[src/rtl/led_fade.sv]
// Four-channel LED fader. Each channel's brightness ramps one step at a time
// toward its target, and a free-running PWM compare drives the LED pin.
module led_fade #(
  parameter int          PWM_BITS    = 8,
  parameter logic [31:0] STEP_CYCLES = 32'd1000
) (
  input  logic                sys_clk,
  input  logic                sys_rst_n,
  input  logic [3:0]          led_in,
  input  logic [PWM_BITS-1:0] brightness,
  output logic [3:0]          led_out,
  output logic [3:0]          fade_busy
);

  localparam logic [PWM_BITS-1:0] MAXL = '1;
  localparam logic [PWM_BITS-1:0] ONE  = PWM_BITS'(1);

  typedef enum logic [1:0] {
    ST_OFF,
    ST_RISE,
    ST_HOLD,
    ST_FALL
  } state_e;

  logic [PWM_BITS-1:0] pwm_cnt_q, pwm_cnt_d;
  logic [31:0]         step_cnt_q, step_cnt_d;
  logic                step_tick;
  logic [PWM_BITS-1:0] tgt [4];
  logic [PWM_BITS-1:0] lvl_q [4];
  logic [PWM_BITS-1:0] lvl_d [4];
  state_e              state_q [4];
  state_e              state_d [4];
  logic [3:0]          led_out_q, led_out_d;

  always_comb begin
    step_tick  = (step_cnt_q == STEP_CYCLES - 32'd1);
    pwm_cnt_d  = pwm_cnt_q + ONE;
    step_cnt_d = step_tick ? 32'd0 : step_cnt_q + 32'd1;
  end

  // NOTE: every variable gets a default at the top of the block so no path
  // leaves it unassigned; otherwise synthesis infers a latch.
  always_comb begin
    led_out_d = '0;
    for (int i = 0; i < 4; i++) begin
      tgt[i]     = led_in[i] ? brightness : '0;
      lvl_d[i]   = lvl_q[i];
      state_d[i] = ST_OFF;

      // lvl moves by one toward tgt, so it can never step past it.
      if (step_tick) begin
        if (lvl_q[i] < tgt[i])      lvl_d[i] = lvl_q[i] + ONE;
        else if (lvl_q[i] > tgt[i]) lvl_d[i] = lvl_q[i] - ONE;
      end

      if (lvl_q[i] < tgt[i])       state_d[i] = ST_RISE;
      else if (lvl_q[i] > tgt[i])  state_d[i] = ST_FALL;
      else if (lvl_q[i] != '0)     state_d[i] = ST_HOLD;

      led_out_d[i] = (lvl_q[i] == MAXL) || (pwm_cnt_q < lvl_q[i]);
    end
  end

  // NOTE: state uses non-blocking assignments so every register samples the
  // pre-edge values, independent of statement order. The level array is small
  // and is reset explicitly, since a mid-fade reset must clear it at once.
  always_ff @(posedge sys_clk or negedge sys_rst_n) begin
    if (!sys_rst_n) begin
      pwm_cnt_q  <= '0;
      step_cnt_q <= '0;
      led_out_q  <= '0;
      for (int i = 0; i < 4; i++) begin
        lvl_q[i]   <= '0;
        state_q[i] <= ST_OFF;
      end
    end else begin
      pwm_cnt_q  <= pwm_cnt_d;
      step_cnt_q <= step_cnt_d;
      led_out_q  <= led_out_d;
      for (int i = 0; i < 4; i++) begin
        lvl_q[i]   <= lvl_d[i];
        state_q[i] <= state_d[i];
      end
    end
  end

  always_comb begin
    fade_busy = '0;
    for (int i = 0; i < 4; i++) begin
      fade_busy[i] = (state_q[i] == ST_RISE) || (state_q[i] == ST_FALL);
    end
  end

  assign led_out = led_out_q;

endmodule

[config.mk]
export PLATFORM = sky130hd
export DESIGN_NAME = led_fade
export DESIGN_NICKNAME = d
export VERILOG_FILES = /design/src/rtl/led_fade.sv
export SDC_FILE = /design/constraint.sdc
export NUM_CORES = 1
export LEC_CHECK = 0
export CAP_MARGIN = 5
export CORE_ASPECT_RATIO = 1.25
export CORE_MARGIN = 2
export CORE_UTILIZATION = 60
export DETAILED_ROUTE_END_ITERATION = 16
export PLACE_DENSITY = 0.79
export SYNTH_ARGS = -nofsm -noshare
export SYNTH_HDL_FRONTEND = slang
export SYNTH_SLANG_ARGS = --single-unit
[constraint.sdc]
create_clock -name sys_clk -period 6.59 [get_ports sys_clk]
set_clock_uncertainty 0.05 [all_clocks]
set_input_delay 0.9885 -clock sys_clk [delete_from_list [all_inputs] [get_ports sys_clk]]
set_output_delay 0.9885 -clock sys_clk [all_outputs]
set_load 0.03 [all_outputs]
Word level (Yosys, flattened, before mapping)
Cells that the tools add are included.
{"block": "totals", "regBits": 84, "input_bits": 14, "word_cells": 91}
{"block": "classes", "addsub": 10, "magnitude_cmp": 12, "n_eq_ne": 13, "n_mux": 25, "n_reduce_logical": 20}
{"op": "8-bit 2-to-1 mux", "n": 12}
{"op": "8-bit < comparator", "n": 8}
{"op": "8-bit by 1-bit adder with 8-bit output, second input constant", "n": 5}
{"op": "32-bit by 1-bit adder with 32-bit output, second input constant", "n": 1}
{"op": "32-bit by 10-bit == test with 1-bit output, second input constant", "n": 1}
{"op": "8-bit == test, second input constant", "n": 4}
{"op": "8-bit > comparator", "n": 4}
{"op": "32-bit 2-to-1 mux", "n": 1}
{"op": "8-bit nonzero test", "n": 4}
{"op": "8-bit by 1-bit subtractor with 8-bit output, second input constant", "n": 4}
{"op": "2-bit 2-to-1 mux", "n": 12}
{"op": "2-bit by 1-bit == test with 1-bit output, second input constant", "n": 4}
{"op": "2-bit == test, second input constant", "n": 4}
{"op": "1-bit logical OR", "n": 8}
{"op": "2-bit AND reduction", "n": 4}
{"op": "2-bit nonzero test", "n": 4}

Longest topological paths before layout
{"block": "logic_depth", "ltp_word": 4, "depth_mapped": 16, "mapped_depth_nobuf": 15}

Worst setup path after synthesis
Ideal clock, no wire load.
{"block": "synth_timing", "kind": "in2reg", "startpoint": "input led_in[0]", "endpoint": "register lvl_q[30] (netlist bit)", "setup_ps": 128, "arrival_time_ps": 3527, "slack_ps": 2885, "cell_stages": 15, "path_buffers": 1, "cell_sequence": "clkbuf_1 -> nand2_1 -> ha_1 -> a21o_1 -> a21oi_1 -> o21ai_0 -> nor2_1 -> inv_1 -> fa_1 -> a21o_1 -> a21o_1 -> a21o_1 -> a21oi_1 -> xor2_1 -> o21ai_0"}
{"block": "synth_between", "elab_chain_cells": 4}
{"item": "from (decl)", "line": "9", "text": "input logic [3:0] led_in,"}
{"item": "8-bit 2-to-1 mux *", "line": "46", "text": "tgt[i] = led_in[i] ? brightness : '0;"}
{"item": "8-bit < comparator / 8-bit > comparator (equally long branches)", "line": "52, 53"}
{"item": "2-bit nonzero test (no source line)"}
{"item": "2-bit AND reduction (no source line)"}
{"item": "to (signal, indexed assignment)", "line": "81", "text": "lvl_q[i] <= lvl_d[i];"}
{"item": "to (decl)", "line": "29", "text": "logic [PWM_BITS-1:0] lvl_q [4];"}
Mark *: on every way between the ends. The rest lies on a longest branch, timed or not.
A chain may end at the register's enable or synchronous reset.

Worst setup path after layout
{"block": "layout_timing", "startpoint": "input led_in[1]", "endpoint": "register lvl_q[23] (netlist bit)"}
The elaborated chain is that of the path after synthesis.

==> summary.txt <==
Post-route minimum period = 4113 ps
Via density per instance = 5.829
Nets@finish = 740
Hold Crit Class = reg2reg
Cells after Synth = 616
R2R setup slack = 3350 ps
Top-area cell type share of the netlist area = 0.3523
Clk buf depth = 2
Final wirelength = 12.09 mm
CP Capture Type = register
Synth Cell Area = 5682 um2
Mapped Avg Cell Area = 9.224 um2
RR Startpoint = lvl_q[11]$_DFFE_PN0P_
Top Layer Used = met4
Max-cap violations = 0
WL met1 = 5.148 mm
Layout cells sized above 1 = 0.03900
Slew Limit Fails = 0
Slew @ Worst Pin = 1016 ps
Die area = 10,270 um2
CTS root buf = clkbuf_16
IO Count = 22
Final Hold Vio Count = 0
Die H = 112.8 um
Combinational power share = 0.075
Initial antenna violation count = 0
# setup viols final = 0
Worst IR drop on VDD = 0.1336 mV
Sink Count = 80
Gr ovfl total = 0
Outcome = finished, final reports clean
Hold endpoint = step_cnt_q[31]$_DFF_PN0_
Yosys cell types = 39
Synthesized flop and latch total = 80
GRT Util Overall = 0.2580
Detailed Routing Iterations Pass 1 = 4
Filler cells = 749
Total CTS buffers = 9
Core Footprint = 9174 um2
Final setup TNS = 0 ps
Hpwl dp = 9.122 mm
First-pass GRT wire length = 21.44 mm
Area leader, netlist = dfrtp_1
Pwr per Cell Area = 162.8 nW/um2
Asr flop ratio synth = 1.000
Routed Antenna Nets = 0
R2r endpoint = lvl_q[15]$_DFFE_PN0P_
Vias in the first global route = 4,631
Setup Buffers After CTS = 0
Crit path from = led_in[1]
Max FO, Critical Path = 8
Leak pwr = 2.927 nW
CP arrival = 4290 ps
Total number of vias = 4,453
Worst reg-to-reg path cell count = 13
Pwr Total = 0.001020 W
Starting density of the core = 0.6193
Reg power frac = 0.482
Synth top area cells = dfrtp_1 (35%), ha_1 (19%), xnor2_1 (6.2%), nand2_1 (5.5%), xor2_1 (4.2%)
Max-slew headroom = 0.3229
Seq/Total Area, Yosys = 0.3523
Wire per inst = 15.83 um
Met3 wire length = 450 um
H-tree depth = 3
WHS = 419.5 ps
Most instantiated cells after synthesis = ha_1 (86), nand2_1 (84), dfrtp_1 (80)
Internal cell power = 0.0007756 W
EDFF count, synth = 0
Synth warn = 0
Fmax = 243.1 MHz
Final core occ = 0.6826
Top-count cell post-synth = ha_1
Worst hold path cell count = 1
# DRC = 0
Post-synthesis to final-layout area growth = 10.22%
Die Span X = 91.04 um
RD Place Congestion = 0.8736
Critical path type = in2reg
Net switching power = 0.0002440 W
Fin crit share = 0.6241
Clock transition at path regs = 60 ps
Largest net degree at the start of global routing = 81
Beginning of the worst hold path = step_cnt_q[31]$_DFF_PN0_
Req. time, crit path = 6770 ps
Row cnt = 39
Clock power share = 0.443
# port buffers = 21
Hold-fix buffers, CTS = 0
Met2 wire len = 6.235 mm
RSZ-0062 raised after global routing = no
DR iter-0 viols = 224
# diodes = 0
Resized cells post-CTS = 0
Switching Fraction = 0.2393
Startpoint types = input pin
Syn_nets = 720
Top_reg_cell synth = dfrtp_1
Worst-Skew Late Latency = 340 ps
CTS tree = yes
[routing by layer]
metal | GRT usage | vias to the layer above
met5 | 0 | -
met3 | 0.04794 | 23
met2 | 0.4598 | 71
met4 | 0.09495 | 0
met1 | 0.3109 | 2177
li1 | - | 2182
[metrics by stage]
| stage | setup slack [ps] | cells | instance area (um2) |
|---|---|---|---|
| after floorplan | 2885 | 616 | 5682 |
| after global placement | 2209 | 748 | 5996 |
| after detailed placement | 2159 | 748 | 5996 |
| after CTS | 2516 | 764 | 6262 |
| after global routing | 2223 | 764 | 6262 |
| final | 2477 | 764 | 6262 |
[area by class of cell]
cell class	count	area [um2]	share of cell area
Multi-Input combinational cell	476	3448	0.5506
Clock inverter	5	33.78	0.005395
Sequential cell	80	2002	0.3197
Inverter	47	176.4	0.02817
Timing Repair Buffer	22	215.2	0.03437
Clock buffer	11	232.7	0.03716
Tap cell	123	153.9	0.02458
[cells by family (layout without fill, tap and decap cells)]
group / after synthesis / count (layout) / synth area share
XOR/XNOR: 67 / 67 / 0.1033
multiplexers: 2 / 2 / 0.003964
flip-flops: 80 / 80 / 0.3523
AND/OR/NAND/NOR: 192 / 192 / 0.1663
AO/OA/AOI/OAI: 125 / 125 / 0.1299
adder cells (fa/ha/maj): 90 / 90 / 0.2035
buffers and inverters: 60 / 85 / 0.04074
[worst max-delay path, cell delays in order]
cell             delay [ps]
clkdlybuf4s50_1         630
nand2_1                 140
ha_1                    310
a21oi_1                 130
o21ai_0                 120
a21oi_1                 250
inv_1                   200
ha_1                    310
a21o_1                  200
a41oi_1                 210
o21ai_0                 170
o31ai_1                 290
xnor2_1                 160
nor2_1                   60
xnor2_1                 130
[placed cells by master, fill, tap and decap left out, types with 3 or more instances in the layout]
master / n
a21boi_0: 13
a21o_1: 15
a21oi_1: 37
and2_1: 4
and3_1: 7
and4_1: 3
clkbuf_16: 9
clkdlybuf4s50_1: 20
dfrtp_1: 80
fa_1: 4
ha_1: 86
inv_1: 47
nand2_1: 84
nand2b_1: 4
nand3_1: 18
nand4_1: 15
nor2_1: 25
nor2b_1: 10
nor3_1: 4
nor4_1: 9
o2111ai_1: 4
o21ai_0: 39
o21ai_1: 4
o22ai_1: 4
xnor2_1: 40
xor2_1: 27
[registers in the layout (all words and copies together) (netlist names)]
signal	cells
lvl_q	32
step_cnt_q	32
state_q	4
led_out	4
pwm_cnt_q	8
[power by group through the flow]
stage	combinational, W	sequential [W]	clock, W
global placement	0.0000733	0.000501	0
finish	0.0000760	0.000492	0.000452
detailed placement	0.0000762	0.000501	0
floorplan	0.0000457	0.000501	0
global route	0.0000876	0.000492	0.000478
CTS	0.0000767	0.000492	0.000459
[how the worst max path moves through the flow]
stage                                        to  slack, ps  cells past startpoint
after global routing      lvl_q[14]$_DFFE_PN0P_       2220                     15
after detailed placement  lvl_q[23]$_DFFE_PN0P_       2160                     15
final                     lvl_q[23]$_DFFE_PN0P_       2480                     15
after floorplan           lvl_q[30]$_DFFE_PN0P_       2890                     15
after CTS                 lvl_q[23]$_DFFE_PN0P_       2520                     15
after global placement    lvl_q[23]$_DFFE_PN0P_       2210                     15
(Power assumes the default switching activity.)
